===== src/rtl/seg7_pkg.sv =====
// Shared constants for the seven-segment scan controller: the hex glyph table
// (active-low, bit0 = a ... bit6 = g) and the all-segments-off pattern.
package seg7_pkg;

  localparam logic [6:0] SEG_BLANK = 7'h7F;

  // Index 0 sits in the rightmost slot; glyphs F..0 run left to right.
  localparam logic [15:0][6:0] SEG_TABLE = {
    7'h0E, 7'h06, 7'h21, 7'h46, 7'h03, 7'h08, 7'h10, 7'h00,
    7'h78, 7'h02, 7'h12, 7'h19, 7'h30, 7'h24, 7'h79, 7'h40
  };

endpackage


===== src/rtl/seg7_hex_decode.sv =====
// Combinational hex nibble to active-low seven-segment glyph lookup.
module seg7_hex_decode
  import seg7_pkg::*;
(
  input  logic [3:0] hex,
  output logic [6:0] seg
);

  assign seg = SEG_TABLE[hex];

endmodule


===== src/rtl/seg7_scan_ctrl.sv =====
// Multiplexed seven-segment scanner with tear-free double-buffered loads,
// leading-zero blanking and per-digit blink.
module seg7_scan_ctrl
  import seg7_pkg::*;
#(
  parameter int NUM_DIGITS  = 8,
  parameter int REFRESH_DIV = 100000,
  parameter int BLINK_DIV   = 250
) (
  input  logic                    clk,
  input  logic                    rst,
  input  logic                    load,
  input  logic [4*NUM_DIGITS-1:0] value,
  input  logic [NUM_DIGITS-1:0]   dp_mask,
  input  logic [NUM_DIGITS-1:0]   blink_mask,
  input  logic                    blank_lz,
  output logic [6:0]              Cnode,
  output logic                    dp,
  output logic [NUM_DIGITS-1:0]   AN,
  output logic                    frame_done
);

  localparam int IDX_W = $clog2(NUM_DIGITS);
  localparam int CNT_W = $clog2(REFRESH_DIV);
  localparam int BLK_W = (BLINK_DIV > 1) ? $clog2(BLINK_DIV) : 1;

  typedef struct packed {
    logic [4*NUM_DIGITS-1:0] value;
    logic [NUM_DIGITS-1:0]   dp_mask;
    logic [NUM_DIGITS-1:0]   blink_mask;
  } disp_t;

  logic [CNT_W-1:0] cnt;
  logic [IDX_W-1:0] idx, idx_n;
  logic [BLK_W-1:0] blk_cnt;
  logic             phase, phase_n;
  logic             pending;
  disp_t            shadow, active, active_n;
  logic             tick, wrap;

  assign tick       = (cnt == CNT_W'(REFRESH_DIV - 1));
  assign wrap       = tick && (idx == IDX_W'(NUM_DIGITS - 1));
  assign frame_done = wrap;

  always_comb begin
    idx_n = idx;
    if (tick) idx_n = wrap ? '0 : idx + IDX_W'(1);
  end

  // Shadow only reaches the display at a frame boundary, so a frame never mixes old and new data.
  assign active_n = (wrap && pending) ? shadow : active;
  assign phase_n  = (wrap && blk_cnt == BLK_W'(BLINK_DIV - 1)) ? ~phase : phase;

  always_ff @(posedge clk or posedge rst) begin
    if (rst) begin
      cnt     <= '0;
      idx     <= '0;
      blk_cnt <= '0;
      phase   <= 1'b1;
      shadow  <= '0;
      active  <= '0;
      pending <= 1'b0;
    end else begin
      cnt    <= tick ? '0 : cnt + CNT_W'(1);
      idx    <= idx_n;
      phase  <= phase_n;
      active <= active_n;
      if (wrap) blk_cnt <= (blk_cnt == BLK_W'(BLINK_DIV - 1)) ? '0 : blk_cnt + BLK_W'(1);
      // A load on the commit edge refills the shadow and keeps pending set.
      if (load) begin
        shadow  <= {value, dp_mask, blink_mask};
        pending <= 1'b1;
      end else if (wrap) begin
        pending <= 1'b0;
      end
    end
  end

  logic [3:0] nib;
  logic [6:0] hex_seg;
  logic       lz_blank, blink_blank;

  // Output registers are fed from next-state values so they track the index one cycle after the tick.
  assign nib = active_n.value[{idx_n, 2'b00} +: 4];

  seg7_hex_decode u_dec (
    .hex (nib),
    .seg (hex_seg)
  );

  assign lz_blank    = blank_lz && (idx_n != '0) &&
                       ((active_n.value >> {idx_n, 2'b00}) == '0);
  assign blink_blank = ~phase_n & active_n.blink_mask[idx_n];

  always_ff @(posedge clk or posedge rst) begin
    if (rst) begin
      AN    <= '1;
      Cnode <= SEG_BLANK;
      dp    <= 1'b1;
    end else begin
      AN <= ~(NUM_DIGITS'(1) << idx_n);
      if (lz_blank || blink_blank) begin
        Cnode <= SEG_BLANK;
        dp    <= 1'b1;
      end else begin
        Cnode <= hex_seg;
        dp    <= ~active_n.dp_mask[idx_n];
      end
    end
  end

endmodule

===== config.mk =====
export PLATFORM = sky130hd
export DESIGN_NAME = seg7_scan_ctrl
export DESIGN_NICKNAME = d
export VERILOG_FILES = /design/src/rtl/seg7_pkg.sv /design/src/rtl/seg7_hex_decode.sv /design/src/rtl/seg7_scan_ctrl.sv
export SDC_FILE = /design/constraint.sdc
export NUM_CORES = 1
export LEC_CHECK = 0
export ABC_AREA = 0
export CORE_MARGIN = 3
export CORE_UTILIZATION = 40
export CTS_CLUSTER_SIZE = 24
export DETAILED_ROUTE_END_ITERATION = 10
export GPL_TIMING_DRIVEN = 0
export SLEW_MARGIN = 25
export SYNTH_ARGS = -nofsm -noshare
export SYNTH_HDL_FRONTEND = slang
export SYNTH_HIERARCHICAL = 1
export SYNTH_SLANG_ARGS = --single-unit

===== constraint.sdc =====
create_clock -name clk -period 4.5 [get_ports clk]
set_input_delay 0.45 -clock clk [delete_from_list [all_inputs] [get_ports clk]]
set_output_delay 0.45 -clock clk [all_outputs]
set_load 0.005 [all_outputs]

---- Word-level counts from Yosys, hierarchy flattened ----
Memories as Yosys holds them, arrays and structs flattened.
Cells that the tools add are included.
storage, ports and cells
  bits in registers ....................... 142
  memory bits (read-only) ................. 112
  input bits .............................. 52
  output and inout bits ................... 17
  word-level logic and storage cells ...... 55
  memories kept ........................... 1
operators by class
  $add $sub $neg .......................... 3
  magnitude comparators ................... 2
  equality and inequality tests ........... 3
  shift-type cells ........................ 3
  multiplexer cells ....................... 15
  bitwise gates (word level) .............. 5
  reductions and logical operators ........ 9
memory list
  memory           words  bits a word  rd ports  clocked after memory_dff  write ports  line                  RTL
  (no name shown)  16     7            1         0                         0            seg7_hex_decode.sv:9  assign seg = SEG_TABLE[hex];
operators with widths
  kind                                                                          number
  48-bit 2-to-1 mux                                                             1
  32-bit zero test                                                              1
  32-bit by 6-bit variable part select with 4-bit output                        1
  32-bit by 5-bit >> shifter with 32-bit output                                 1
  17-bit by 1-bit adder with 17-bit output, second input constant               1
  17-bit == test, second input constant                                         1
  17-bit 2-to-1 mux                                                             1
  7-bit 2-to-1 mux                                                              2
  8-bit by 1-bit adder with 8-bit output, second input constant                 1
  8-bit == test, second input constant                                          1
  8-bit 2-to-1 mux                                                              1
  8-bit inverter                                                                1
  1-bit by 3-bit left shift with 8-bit output, first input constant             1
  1-bit binary-select mux with 3-bit select                                     2
  1-bit 2-to-1 mux                                                              6
  3-bit 2-to-1 mux                                                              2
  1-bit logical AND                                                             5
  4-bit by 5-bit less-than comparator with 1-bit output, second input constant  1
  3-bit by 4-bit less-than comparator with 1-bit output, second input constant  1
  3-bit by 1-bit adder with 3-bit output, second input constant                 1
  3-bit == test, second input constant                                          1
  1-bit inverter                                                                3
  3-bit nonzero test                                                            1
  2-bit nonzero test                                                            1
  other kinds (2)                                                               2

---- Depth between registers and ports, before layout ----
  depth after elaboration ................. 9
  mapped depth ............................ 16
  mapped depth without buffers ............ 15

---- Hierarchy ----
Netlist, hierarchy kept.
modules (own cells, without submodules)
  module           instances  cells each  area each (um2)  seq. area each (um2)
  seg7_scan_ctrl   1          718         7131.8           3574.7
  seg7_hex_decode  1          32          275.3            0.0

---- Worst setup path before layout ----
OpenSTA, ideal clock, no wires.
  path kind ............................... flip-flop to flip-flop
  start ................................... register cnt[12]
  end ..................................... register Cnode[3]
  setup time .............................. 0.091 ns
  data arrival time ....................... 4.046 ns
  data required time ...................... 4.409 ns
  path slack .............................. 0.363 ns
  stages on the path, launching flop included .. 15
  buffers on the path ..................... 3
  cell sequence ........................... dfrtp_1 > or4b_1 > buf_2 > or4_4 > buf_6 > clkbuf_1 > o211a_1 > a311oi_1 > o21ai_0 > a2bb2oi_1 > inv_1 > ha_1 > inv_1 > mux4_1 > nand3b_1
on the way
  elaborated cells between the ends (all ways) .. 22
  those cells by class .................... 1 x eq/ne; 2 x shift; 8 x mux; 2 x bitwise; 8 x reduce/logical; 1 x memory
RTL lines
  element                                                     line                                        RTL
  start, declared                                             seg7_scan_ctrl.sv:33                        logic [CNT_W-1:0] cnt;
  start signal, assigned                                      seg7_scan_ctrl.sv:64                        cnt <= tick ? '0 : cnt + CNT_W'(1);
  17-bit == test (*)                                          seg7_scan_ctrl.sv:41                        assign tick = (cnt == CNT_W'(REFRESH_DIV - 1));
  1-bit logical AND                                           seg7_scan_ctrl.sv:42                        assign wrap = tick && (idx == IDX_W'(NUM_DIGITS - 1));
  3-bit 2-to-1 mux or 1-bit logical AND (tied branches)       seg7_scan_ctrl.sv:47, seg7_scan_ctrl.sv:51
  3-bit 2-to-1 mux or 48-bit 2-to-1 mux (tied branches)       seg7_scan_ctrl.sv:47, seg7_scan_ctrl.sv:51
  32-bit by 6-bit variable part select with 4-bit output (*)  seg7_scan_ctrl.sv:84                        assign nib = active_n.value[{idx_n, 2'b00} +: 4];
  via nib[0]                                                  seg7_scan_ctrl.sv:79                        logic [3:0] nib;
  memory read 16 x 7 bit (*)                                  --
  7-bit 2-to-1 mux (not written as such) (*)                  seg7_hex_decode.sv:9
  via hex_seg[3]                                              seg7_scan_ctrl.sv:80                        logic [6:0] hex_seg;
  7-bit 2-to-1 mux (*)                                        seg7_scan_ctrl.sv:102                       if (lz_blank || blink_blank) begin
  end signal, assigned                                        seg7_scan_ctrl.sv:106                       Cnode <= hex_seg;
  end, declared                                               seg7_scan_ctrl.sv:17                        output logic [6:0] Cnode,
The timed path passes the listed nets; every way through them passes the cells marked *. The select of a mux whose other input is x is not followed.
A chain may end at the register's enable or synchronous reset.

---- Final worst setup path ----
  start ................................... register idx[0]
  end ..................................... register Cnode[3]
on the way
  elaborated cells between the ends (all ways) .. 23
  those cells by class .................... 1 x add/sub; 1 x eq/ne; 2 x shift; 8 x mux; 2 x bitwise; 8 x reduce/logical; 1 x memory
RTL lines
  element                                                                         line                   RTL
  start, declared                                                                 seg7_scan_ctrl.sv:34   logic [IDX_W-1:0] idx, idx_n;
  start signal, assigned                                                          seg7_scan_ctrl.sv:65   idx <= idx_n;
  branches (longest 4 deep; another with 3-bit by 1-bit adder with 3-bit output)  --
  32-bit by 6-bit variable part select with 4-bit output (*)                      seg7_scan_ctrl.sv:84
  via nib[0]                                                                      seg7_scan_ctrl.sv:79
  memory read 16 x 7 bit (*)                                                      --
  7-bit 2-to-1 mux (not written as such) (*)                                      seg7_hex_decode.sv:9
  via hex_seg[3]                                                                  seg7_scan_ctrl.sv:80
  7-bit 2-to-1 mux (*)                                                            seg7_scan_ctrl.sv:102
Mark *: on every way through the listed nets, which the timed path passes. The select of a mux whose other input is x is not followed.

==> impl_metrics.csv <==
group,metric,value,unit
floorplan,die_h,142.1,um
routing,drc,0,
sta,setup_slack,0.1333,ns
setup_path,critPathCaptureType,"flop",
logic_synthesis,synth_compound_area_frac,0.1221,
global_route,antenna_found_initial,1,
clock_tree,clk_pin_slew_worst_paths,0.07,ns
sta,maxSlewViolCount,0,
routing,finalWirelength,22940,um
global_route,grt-ovfl-total,0,
floorplan,start_util,0.4095,
logic_synthesis,synth_area,7407,um2
global_route,grt_pass1_vias,6285,
setup_path,worstPathMaxFanout,10,
setup_path,worstPathArrival,4.70,ns
power,ir_drop,0.2534,mV
routing,drt_iter0_drc,534,
place,dpl.hpwl,16560,um
floorplan,rows,49,
layout,final_cell_area,9181,um2
power,p_leak,4.115,nW
setup_path,cpPeakStageDelay,0.46,ns
global_route,grt_usage,0.2335,
routing,postRouteAntennaNets,0,
logic_synthesis,syn_inst,750,
logic_synthesis,yosys.area_share.adder,0.02027,
clock_tree,clock_latency,0.44,ns
logic_synthesis,synthTopCellsByArea,"dfrtp_1 (42%), mux2_2 (9.1%), nand2_1 (7.1%), dfstp_2 (6.0%), mux2i_1 (3.2%)",
logic_synthesis,synth-xor-area-share,0.01892,
global_route,grt_pass1_wl,36040,um
sta,finalHoldViolCount,0,
clock_tree,clock_sinks,142,
logic_synthesis,synth_ff_type,"dfrtp_1",
logic_synthesis,synth_top_family_by_area,"simple AND/OR/NAND/NOR gates",
sta,rsz0062_at_grt,"yes",
clock_tree,cts_buffers,17,
clock_tree,cts_tree,"done",
sta,fin_crit_sh,0.9704,
status,status,"completed",
clock_tree,cts_max_path_buffers,2,
logic_synthesis,synthSimpleGateAreaFrac,0.1970,
layout,antenna_cells,0,
logic_synthesis,synth-seq-area-share,0.4826,
logic_synthesis,synth_edf_count,0,
routing,via_per_inst,5.746,
clock_tree,ctsHtreeMaxLevel,4,
floorplan,dieWidth,142.1,um
setup_path,crit_slowest_cell,"dfrtp_1",
setup_path,worst_ep_required_time,4.84,ns
power,powerDensity,313.4,nW/um2
logic_synthesis,synthMuxAreaShare,0.1272,
logic_synthesis,syn_nets,814,
setup_path,cpMostUsedCell,"ha_1",
sta,relSlewSlack,0.5215,
routing,drtPass1Iterations,7,
layout,fin_nets,917,
place,place.gp.congestion,0.9310,
sta,period_minus_slack,4.367,ns
logic_synthesis,yosys.area.top_type,"dfrtp_1",
place,pre_cts_slack,-0.8017,ns
global_route,grt_max_degree,89,
sta,final-setup-viol-count,0,
sta,worst_slew_pin_slew,0.7177,ns
routing,routedWlPerCell,20.95,um
clock_tree,cts_root_buffer,"clkbuf_16",
floorplan,io_pins,69,
power,finalPower,0.002878,W
logic_synthesis,synth_top_cell_area_share,0.4223,
logic_synthesis,synth_seq_cells,142,
setup_path,crit_start,"idx[0]$_DFF_PP0_",
logic_synthesis,synthDistinctLibCells,73,
min_path,min_path_type,"in -> async",
place,portBuffers,67,
floorplan,die_area,20190,um2
floorplan,core-area,18090,um2
logic_synthesis,synthArstFlopShare,1.000,
layout,syn2layout_area_growth,23.95,%
logic_synthesis,synth.avg_cell_area,9.876,um2
setup_path,cp-start-kind,"flop",
setup_path,crit_buf_inv,5,
sta,fmax,0.2290,GHz
run,maxCapViolCount,0,
layout,layout-drive-gt1-share,0.1952,
logic_synthesis,synth_warnings,6,
setup_path,cpLargestDelayFamily,"buffers and inverters",
setup_path,r2r_start,"idx[0]$_DFF_PP0_",
sta,clock_skew,0.01525,ns
setup_path,cp_cell_sequence,"ha_1 -> ha_1 -> clkbuf_1 -> nand2_1 -> clkbuf_1 -> nor2_2 -> buf_2 -> nand2_1 -> a21oi_1 -> a2bb2oi_2 -> inv_1 -> ha_1 -> inv_1 -> mux4_1 -> nand3b_1",
place,place_area,8399,um2
setup_path,crit_type,"reg -> reg",
routing,vias,6292,
[area by class of cell]
type	instances	area, um2
clock buffers	17	425.4
plain buffers	41	188.9
fillers	1604	8905
repair buffers	84	818.3
flip-flops and latches	142	3575
clock inverters	15	153.9
well taps	229	286.5
multi-input cells	551	3664
inverters	16	70.07
[synthesized netlist by cell type, drive strengths merged (3+ instances only)]
library cell	n
inv	15
mux2	60
nor3	15
dfrtp	125
nand2b	10
nand2	141
a22oi	5
nor4	7
ha	12
o31ai	7
nand4	6
xnor2	4
o21ai	41
a31oi	9
xor2	12
nor2	51
and3	6
clkbuf	33
a211oi	11
mux2i	24
a21oi	14
a311oi	5
nand3	32
o211a	4
buf	8
or4	7
nand3b	7
or3	12
dfstp	17
a21boi	4
o21a	3
nor2b	4
[per-layer routing]
metal | vias to the layer above | global-route usage | routed length (um)
met4 | 0 | 0.06465 | 313
met2 | 238 | 0.3709 | 11010
met5 | - | 0 | 0
met3 | 29 | 0.04671 | 1290
met1 | 3141 | 0.3269 | 10330
li1 | 2884 | - | -
[cells in the final DEF (no fill, tap or decap), drive strengths merged, types with 4 or more instances in the layout]
| master | instances |
|---|---|
| nand2 | 141 |
| dfrtp | 125 |
| clkdlybuf4s50 | 67 |
| mux2 | 60 |
| nor2 | 51 |
| clkbuf | 49 |
| o21ai | 41 |
| nand3 | 32 |
| buf | 26 |
| mux2i | 24 |
| inv | 21 |
| dfstp | 17 |
| nor3 | 15 |
| a21oi | 14 |
| or3 | 12 |
| xor2 | 12 |
| ha | 12 |
| a211oi | 11 |
| nand2b | 10 |
| a31oi | 9 |
| o31ai | 7 |
| nand3b | 7 |
| or4 | 7 |
| nor4 | 7 |
| nand4 | 6 |
| and3 | 6 |
| a22oi | 5 |
| a311oi | 5 |
| clkinv | 5 |
| nor2b | 4 |
| xnor2 | 4 |
| clkinvlp | 4 |
| o211a | 4 |
| a21boi | 4 |
[power breakdown]
group          internal, W  total, W  switching [W]
Sequential         0.00132   0.00136      0.0000398
Combinational    0.0000814  0.000135      0.0000540
Clock             0.000776   0.00138       0.000605
[timing repair]
item | in CTS | in global routing
endpoints found under the setup margin | 9 | 28
pin swaps | 4 | 1
endpoints found under the hold margin | 0 | 0
hold buffers | 0 | 0
gates resized for setup | 11 | 21
setup buffers | 13 | 3
[logic make-up (layout without fill, tap and decap cells)]
kind of cell / Yosys count / in the layout
AO/OA/AOI/OAI: 130 / 130
XOR/XNOR: 16 / 16
AND/OR/NAND/NOR: 308 / 308
flip-flops: 142 / 142
adder cells (fa/ha/maj): 12 / 12
multiplexers: 85 / 85
buffers and inverters: 57 / 173
[registers in the layout (all words and copies together) (netlist names), 3 cells and up]
name / cells
active: 48
shadow: 48
cnt: 17
AN: 8
blk_cnt: 8
Cnode: 7
idx: 3
[path summary, 6_finish.rpt]
| kind | end | slack, ns | cells past startpoint |
|---|---|---|---|
| worst max-delay path | Cnode[3]$_DFF_PP1_ | 0.13 | 15 |
| worst min-delay path | shadow[37]$_DFFE_PP0P_ | 0.42 | 2 |
| worst max register to register | Cnode[3]$_DFF_PP1_ | 0.13 | 15 |
| worst min register to register | active[4]$_DFF_PP0_ | 0.46 | 2 |
| max in group asynchronous | Cnode[1]$_DFF_PP1_ | 3.28 | 3 |
| min in group clk | active[4]$_DFF_PP0_ | 0.46 | 2 |
[metrics by stage]
step | std cells | TNS [ns] | util | hold WS [ns]
floorplan | 750 | 0 | - | 0.4327
global placement | 1046 | -178.27 | 0.4625 | 0.4445
detailed placement | 1047 | -4.068 | 0.4644 | 0.4507
CTS | 1092 | 0 | 0.5040 | 0.4321
global route | 1095 | -0.02658 | 0.5076 | 0.4785
finish | 1095 | 0 | 0.5076 | 0.4218
(Power assumes the default switching activity.)
